[config.mk]
export PLATFORM = sky130hd
export DESIGN_NAME = cpu_axi_bridge
export DESIGN_NICKNAME = d
export VERILOG_FILES = /design/src/rtl/cpu_axi_bridge_pkg.sv /design/src/rtl/cpu_axi_bridge_write_ch.sv /design/src/rtl/cpu_axi_bridge.sv
export SDC_FILE = /design/constraint.sdc
export NUM_CORES = 1
export LEC_CHECK = 0
export BUFFER_PORTS_ARGS = -buffer_cell sky130_fd_sc_hd__buf_4
export CAP_MARGIN = 20
export CORE_AREA = 2 2 167 169
export DETAILED_ROUTE_END_ITERATION = 7
export DIE_AREA = 0 0 169 171
export PLACE_DENSITY = 0.58
export SYNTH_ARGS = -nofsm -noshare
export SYNTH_HDL_FRONTEND = slang
export SYNTH_SLANG_ARGS = --single-unit
[constraint.sdc]
create_clock -name clk -period 3.3 [get_ports clk]
set_input_delay 0.66 -clock clk [delete_from_list [all_inputs] [get_ports clk]]
set_output_delay 0.66 -clock clk [all_outputs]
set_load 0.03 [all_outputs]
[src/rtl/cpu_axi_bridge_pkg.sv]
// Shared definitions for the sram-like to AXI3 bridge: FSM states,
// default transaction ids, AXI tie-off values and the size mapping.
package cpu_axi_bridge_pkg;

  typedef enum logic [1:0] {
    R_IDLE = 2'd0,
    R_AR   = 2'd1,
    R_DATA = 2'd2
  } readState_e;

  typedef enum logic [1:0] {
    W_IDLE      = 2'd0,
    W_ADDR_DATA = 2'd1,
    W_RESP      = 2'd2
  } writeState_e;

  localparam logic [3:0] INST_ID_DEFAULT = 4'd0;
  localparam logic [3:0] DATA_ID_DEFAULT = 4'd1;

  // Every transfer is a single-beat INCR burst, normal/unprotected access.
  localparam logic [7:0] AXI_LEN_SINGLE = 8'd0;
  localparam logic [1:0] AXI_BURST_INCR = 2'b01;
  localparam logic [1:0] AXI_LOCK_NONE  = 2'b00;
  localparam logic [3:0] AXI_CACHE_NONE = 4'b0000;
  localparam logic [2:0] AXI_PROT_NONE  = 3'b000;

  // sram size code 0/1/2 already equals log2(bytes), so AxSIZE just widens it.
  function automatic logic [2:0] sramSizeToAxi(input logic [1:0] size);
    return {1'b0, size};
  endfunction

endpackage

[src/rtl/cpu_axi_bridge_write_ch.sv]
// Write channel engine: one single-beat write at a time, AW and W issued
// together and retired independently, then waits for the B response.
module axi_write_ch
  import cpu_axi_bridge_pkg::*;
#(
  parameter logic [3:0] ID = DATA_ID_DEFAULT
) (
  input  logic        clk,
  input  logic        resetn,
  input  logic        start_i,
  input  logic [31:0] addr_i,
  input  logic [1:0]  size_i,
  input  logic [31:0] wdata_i,
  input  logic [3:0]  wstrb_i,
  input  logic        awready_i,
  input  logic        wready_i,
  input  logic        bvalid_i,
  output logic [3:0]  awid_o,
  output logic [31:0] awaddr_o,
  output logic [2:0]  awsize_o,
  output logic        awvalid_o,
  output logic [3:0]  wid_o,
  output logic [31:0] wdata_o,
  output logic [3:0]  wstrb_o,
  output logic        wvalid_o,
  output logic        wlast_o,
  output logic        bready_o,
  output logic        idle_o,
  output logic        done_o
);

  writeState_e state_q, state_d;
  logic        awPend_q, awPend_d;
  logic        wPend_q, wPend_d;
  logic [3:0]  id_q, id_d;
  logic [31:0] awaddr_q, awaddr_d;
  logic [2:0]  awsize_q, awsize_d;
  logic [31:0] wdata_q, wdata_d;
  logic [3:0]  wstrb_q, wstrb_d;
  logic        wlast_q, wlast_d;

  // State and latched write fields; reset aborts any write with valids low.
  always_ff @(posedge clk or negedge resetn) begin
    if (!resetn) begin
      state_q  <= W_IDLE;
      awPend_q <= 1'b0;
      wPend_q  <= 1'b0;
      id_q     <= '0;
      awaddr_q <= '0;
      awsize_q <= '0;
      wdata_q  <= '0;
      wstrb_q  <= '0;
      wlast_q  <= 1'b0;
    end else begin
      state_q  <= state_d;
      awPend_q <= awPend_d;
      wPend_q  <= wPend_d;
      id_q     <= id_d;
      awaddr_q <= awaddr_d;
      awsize_q <= awsize_d;
      wdata_q  <= wdata_d;
      wstrb_q  <= wstrb_d;
      wlast_q  <= wlast_d;
    end
  end

  // Next state: each of AW and W clears its own pending flag on handshake.
  always_comb begin
    state_d  = state_q;
    awPend_d = awPend_q;
    wPend_d  = wPend_q;
    id_d     = id_q;
    awaddr_d = awaddr_q;
    awsize_d = awsize_q;
    wdata_d  = wdata_q;
    wstrb_d  = wstrb_q;
    wlast_d  = wlast_q;
    done_o   = 1'b0;
    case (state_q)
      W_IDLE: begin
        if (start_i) begin
          awPend_d = 1'b1;
          wPend_d  = 1'b1;
          id_d     = ID;
          awaddr_d = addr_i;
          awsize_d = sramSizeToAxi(size_i);
          wdata_d  = wdata_i;
          wstrb_d  = wstrb_i;
          wlast_d  = 1'b1;
          state_d  = W_ADDR_DATA;
        end
      end
      W_ADDR_DATA: begin
        awPend_d = awPend_q & ~awready_i;
        wPend_d  = wPend_q & ~wready_i;
        if (!awPend_d && !wPend_d) state_d = W_RESP;
      end
      W_RESP: begin
        if (bvalid_i) begin
          done_o  = 1'b1;
          state_d = W_IDLE;
        end
      end
      default: state_d = W_IDLE;
    endcase
  end

  assign awvalid_o = awPend_q;
  assign wvalid_o  = wPend_q;
  assign bready_o  = (state_q == W_RESP);
  assign idle_o    = (state_q == W_IDLE);
  assign awid_o    = id_q;
  assign wid_o     = id_q;
  assign awaddr_o  = awaddr_q;
  assign awsize_o  = awsize_q;
  assign wdata_o   = wdata_q;
  assign wstrb_o   = wstrb_q;
  assign wlast_o   = wlast_q;

endmodule

[src/rtl/cpu_axi_bridge.sv]
// Bridges the CPU inst/data sram-like ports onto one AXI3 master with one
// outstanding read and one outstanding write; data reads win arbitration.
module cpu_axi_bridge
  import cpu_axi_bridge_pkg::*;
#(
  parameter logic [3:0] INST_ID = INST_ID_DEFAULT,
  parameter logic [3:0] DATA_ID = DATA_ID_DEFAULT
) (
  input  logic        clk,
  input  logic        resetn,
  input  logic        inst_sram_req,
  input  logic        inst_sram_wr,
  input  logic [1:0]  inst_sram_size,
  input  logic [31:0] inst_sram_addr,
  input  logic [3:0]  inst_sram_wstrb,
  input  logic [31:0] inst_sram_wdata,
  output logic        inst_sram_addr_ok,
  output logic        inst_sram_data_ok,
  output logic [31:0] inst_sram_rdata,
  input  logic        data_sram_req,
  input  logic        data_sram_wr,
  input  logic [1:0]  data_sram_size,
  input  logic [31:0] data_sram_addr,
  input  logic [3:0]  data_sram_wstrb,
  input  logic [31:0] data_sram_wdata,
  output logic        data_sram_addr_ok,
  output logic        data_sram_data_ok,
  output logic [31:0] data_sram_rdata,
  output logic [3:0]  arid,
  output logic [31:0] araddr,
  output logic [7:0]  arlen,
  output logic [2:0]  arsize,
  output logic [1:0]  arburst,
  output logic [1:0]  arlock,
  output logic [3:0]  arcache,
  output logic [2:0]  arprot,
  output logic        arvalid,
  input  logic        arready,
  input  logic [3:0]  rid,
  input  logic [31:0] rdata,
  input  logic [1:0]  rresp,
  input  logic        rlast,
  input  logic        rvalid,
  output logic        rready,
  output logic [3:0]  awid,
  output logic [31:0] awaddr,
  output logic [7:0]  awlen,
  output logic [2:0]  awsize,
  output logic [1:0]  awburst,
  output logic [1:0]  awlock,
  output logic [3:0]  awcache,
  output logic [2:0]  awprot,
  output logic        awvalid,
  input  logic        awready,
  output logic [3:0]  wid,
  output logic [31:0] wdata,
  output logic [3:0]  wstrb,
  output logic        wlast,
  output logic        wvalid,
  input  logic        wready,
  input  logic [3:0]  bid,
  input  logic [1:0]  bresp,
  input  logic        bvalid,
  output logic        bready
);

  readState_e  readState_q, readState_d;
  logic [31:0] araddr_q, araddr_d;
  logic [2:0]  arsize_q, arsize_d;
  logic [3:0]  arid_q, arid_d;

  logic dataRdReq, writeIdle, writeDone, dataWrAccept;
  logic instAccept, dataRdAccept, instRspOk, dataRspOk;
  logic unusedInputs;

  assign dataRdReq = data_sram_req & ~data_sram_wr;

  // A write may start unless a data read is in flight, keeping data-port order.
  assign dataWrAccept = data_sram_req & data_sram_wr & writeIdle &
                        ((readState_q == R_IDLE) || (arid_q == INST_ID));

  // Read state and the latched AR fields.
  always_ff @(posedge clk or negedge resetn) begin
    if (!resetn) begin
      readState_q <= R_IDLE;
      araddr_q    <= '0;
      arsize_q    <= '0;
      arid_q      <= '0;
    end else begin
      readState_q <= readState_d;
      araddr_q    <= araddr_d;
      arsize_q    <= arsize_d;
      arid_q      <= arid_d;
    end
  end

  // Read arbitration and sequencing; data reads wait for the write side to idle.
  always_comb begin
    readState_d  = readState_q;
    araddr_d     = araddr_q;
    arsize_d     = arsize_q;
    arid_d       = arid_q;
    instAccept   = 1'b0;
    dataRdAccept = 1'b0;
    instRspOk    = 1'b0;
    dataRspOk    = 1'b0;
    case (readState_q)
      R_IDLE: begin
        if (dataRdReq && writeIdle) begin
          dataRdAccept = 1'b1;
          araddr_d     = data_sram_addr;
          arsize_d     = sramSizeToAxi(data_sram_size);
          arid_d       = DATA_ID;
          readState_d  = R_AR;
        end else if (inst_sram_req) begin
          instAccept  = 1'b1;
          araddr_d    = inst_sram_addr;
          arsize_d    = sramSizeToAxi(inst_sram_size);
          arid_d      = INST_ID;
          readState_d = R_AR;
        end
      end
      R_AR: begin
        if (arready) readState_d = R_DATA;
      end
      R_DATA: begin
        if (rvalid) begin
          if (rid == INST_ID) instRspOk = 1'b1;
          else                dataRspOk = 1'b1;
          readState_d = R_IDLE;
        end
      end
      default: readState_d = R_IDLE;
    endcase
  end

  axi_write_ch #(.ID(DATA_ID)) uWriteCh (
    .clk       (clk),
    .resetn    (resetn),
    .start_i   (dataWrAccept),
    .addr_i    (data_sram_addr),
    .size_i    (data_sram_size),
    .wdata_i   (data_sram_wdata),
    .wstrb_i   (data_sram_wstrb),
    .awready_i (awready),
    .wready_i  (wready),
    .bvalid_i  (bvalid),
    .awid_o    (awid),
    .awaddr_o  (awaddr),
    .awsize_o  (awsize),
    .awvalid_o (awvalid),
    .wid_o     (wid),
    .wdata_o   (wdata),
    .wstrb_o   (wstrb),
    .wvalid_o  (wvalid),
    .wlast_o   (wlast),
    .bready_o  (bready),
    .idle_o    (writeIdle),
    .done_o    (writeDone)
  );

  assign inst_sram_addr_ok = instAccept;
  assign data_sram_addr_ok = dataRdAccept | dataWrAccept;
  assign inst_sram_data_ok = instRspOk;
  assign data_sram_data_ok = dataRspOk | writeDone;
  assign inst_sram_rdata   = rdata;
  assign data_sram_rdata   = rdata;

  assign arid    = arid_q;
  assign araddr  = araddr_q;
  assign arsize  = arsize_q;
  assign arvalid = (readState_q == R_AR);
  assign rready  = (readState_q == R_DATA);

  assign arlen   = AXI_LEN_SINGLE;
  assign arburst = AXI_BURST_INCR;
  assign arlock  = AXI_LOCK_NONE;
  assign arcache = AXI_CACHE_NONE;
  assign arprot  = AXI_PROT_NONE;
  assign awlen   = AXI_LEN_SINGLE;
  assign awburst = AXI_BURST_INCR;
  assign awlock  = AXI_LOCK_NONE;
  assign awcache = AXI_CACHE_NONE;
  assign awprot  = AXI_PROT_NONE;

  // Inputs with no function here: inst writes, response codes, rlast, bid.
  assign unusedInputs = ^{inst_sram_wr, inst_sram_wstrb, inst_sram_wdata,
                          rresp, rlast, bid, bresp};

endmodule

==> key figures <==
Outcome
  • Outcome: complete, no violations

Finish
  • Area grow syn2layout: 28.2%
  • NumNets Final: between 800 and 900
  • Most frequent cells in the layout: buf_4, dfrtp_1, mux2_1
  • Layout cells sized above 1: between 30% and 40%
  • Commonest non-fill, non-tap cell in the layout: buf_4
  • Ant diodes: 0
  • Finished layout cell area: around 7600 sq um

Synthesis
  • FF+latch count, synth: approximately 110
  • Post-synthesis compound-gate area fraction: under 10%
  • Sequential cell area fraction in the yosys report: a little under half
  • Mapped Cells: ~550
  • Multiplexer share of the synthesized area: 13.3%
  • Main combinational cell family by area after synthesis: simple AND/OR/NAND/NOR gates
  • Post-Synthesis Mean Instance Area: between 10 and 15 sq um
  • Yosys top cell area share: 47.4%
  • YS warnings: 0
  • Mapped cell area: just under 6000 sq um
  • Area leader, netlist: dfrtp_1
  • Synth area leaders: dfrtp_1, buf_4, mux2_1
  • Yosys cell types: 27
  • XOR/XNOR share of the synthesized area: 0%
  • Adder-Cell Fraction of Synth Area: 0%
  • Synth Area in Simple Gates: a little under a fifth

Clock tree
  • CTS tree: built
  • Clock transition at path regs: around 0.08 ns
  • Htree depth: 3
  • Hold-fix buffers, CTS: 0
  • Max clock buf depth: 2
  • Postcts setup bufs: 0
  • Num Clock Sinks: roughly 110
  • Root Driver: clkbuf_16
  • Clk_lat worst skew: between 0.3 and 0.4 ns
  • Inserted Clock Buffers: 9
  • Post-CTS Resized: 0

Drt
  • Vias per inst: roughly 4.3
  • ANT nets after route: 0
  • Initial DRC count: between 100 and 150
  • First-pass DRT Iterations: 4
  • Per-cell routed wire length: 16.0 um
  • Drt drc: 0
  • Drt total wl: about 17000 um
  • Via Count: about 4.5k

Floorplanning
  • Cell row count: a little over 60
  • Num ports: between 400 and 500
  • Die Y: ~170 um
  • Core ar.: 27300 sq um
  • Starting Density: 21.6%
  • Die area: 28900 sq um
  • Die width: ~170 um

Global route
  • Vias in the first global route: ~4.5k
  • Total grt overflow: 0
  • Initial antenna violation count: 0
  • Largest net degree at the start of global routing: 74
  • First-pass GRT wire length: 25300 um
  • Total track usage: between 10% and 20%

Flow run
  • Max_cap viols: 0

Worst setup path
  • CP arrival: 2.03 ns
  • Reg2reg end: araddr[18]
  • Crit start category: register
  • R2R depth: 4
  • Data required time at the worst endpoint: around 2.6 ns
  • Reg2reg start: uWriteCh.state_q[0]
  • Critical path type: reg2out
  • CP max FO: 35
  • R2R Setup Slk: approximately 1.4 ns
  • Worst setup EP type: output port

Worst hold path
  • Hold Path Class: in2async

Timing
  • Period utilisation layout: 81.7%
  • Sum Neg Setup Slack: 0 ns
  • Final Setup Violations: 0
  • Slew Viols, Final: 0
  • Worst Max-Slew Pin Slew: about 0.88 ns
  • Fmax: between 0.3 and 0.4 GHz
  • Tmin final: roughly 2.7 ns
  • Rel. slew slack: around two fifths
  • Worst Skew: between 0.01 and 0.015 ns
  • RSZ-0062 raised after global routing: false
  • Fin. Hold Viols: 0

Placement
  • GPL Wtd Cong: 0.702
  • Post-DP Area: 7270 sq um
  • HPWL Detailed: 11300 um
  • Port bufs: roughly 230

Power and ir drop
  • Leak: ~3.5 nW
  • VDD IR max: around 0.00046 V
  • Power density over the cells: about 1100 nW/um^2
  • Pwr Total: approximately 8.1 mW
==> critical path: stages (launching register included) <==
cell and delay, ns:
dfrtp_1 0.51, or2_2 0.76, o21ai_1 0.18, buf_4 0.21
==> where the power goes <==
group,switching [mW],leakage [nW],internal (mW)
clock network,0.555,0.146,0.615
registers,0.462,1.31,2.08
logic,2.76,2.03,1.61
==> sequential cells by signal (all words and copies together), names as in the netlist, 2 cells and up <==
register           count
araddr                32
arsize                 2
readState_q            2
uWriteCh.awaddr_o     32
uWriteCh.awsize_o      2
uWriteCh.state_q       2
uWriteCh.wdata_o      32
uWriteCh.wstrb_o       4
==> worst max path at each step <==
stage / from / endpoint / slack [ns]
2_1_floorplan: data_sram_wr / data_sram_addr_ok / 0.74
3_3_place_gp: readState_q[0] / data_sram_addr_ok / 0.99
3_5_place_dp: readState_q[0] / data_sram_addr_ok / 0.96
4_1_cts: readState_q[0] / data_sram_addr_ok / 0.54
5_1_grt: readState_q[0] / data_sram_addr_ok / 0.43
6_report: readState_q[0] / data_sram_addr_ok / 0.61
==> Yosys cell counts <==
cell type and count:
buf_2 5, clkbuf_1 22, nor4b_4 1, nor4_1 1
conb_1 2, buf_4 118, or4b_1 1, nand2b_1 3
o21ai_1 2, a221oi_4 1, inv_1 4, dfrtp_1 112
nand4b_1 1, a21oi_1 1, mux2_1 70, nor2_1 3
or2_1 1, and3_1 1, o32ai_1 1, nand3_1 35
a22o_1 2, nand4_1 68, o21ai_0 4, nand2_1 39
nand3b_1 34, nor2b_1 5, buf_6 8
==> logic make-up (layout without fill, tap and decap cells) <==
group | Yosys count | after routing
mux | 70 | 70
compound gates | 11 | 11
simple gates | 193 | 193
other cells | 2 | 49
flops | 112 | 112
buf+inv | 157 | 259
==> through the flow <==
stage	utilization (%)	std cells	hold WS, ns	worst slack [ns]
2_1_floorplan	-	592	0.364	0.741
3_3_place_gp	26.6	1025	0.475	0.991
6_report	27.7	1040	0.353	0.605
5_1_grt	27.7	1040	0.403	0.428
3_5_place_dp	26.6	1025	0.482	0.964
4_1_cts	27.7	1040	0.376	0.536
==> final cells by class <==
class                   instances  area, sq um
fillers                      2926        19700
flip-flops and latches        112         2800
multi-input cells             323         2200
repair buffers                240         1830
well taps                     346          433
clock buffers                  10          239
clock inverters                 5         63.8
inverters                       4         15.0
==> routing by layer <==
| metal | track usage [%] | vias up | part of all wire [%] | wire [um] |
|---|---|---|---|---|
| met1 | 13.1 | 2195 | 41 | 6820 |
| met4 | 5.24 | 0 | 2.3 | 381 |
| met3 | 3.65 | 37 | 8.8 | 1470 |
| met2 | 18.8 | 207 | 48 | 7920 |
| met5 | 0 | - | 0 | 0 |
| li1 | - | 2040 | - | - |
(Power assumes the default switching activity.)
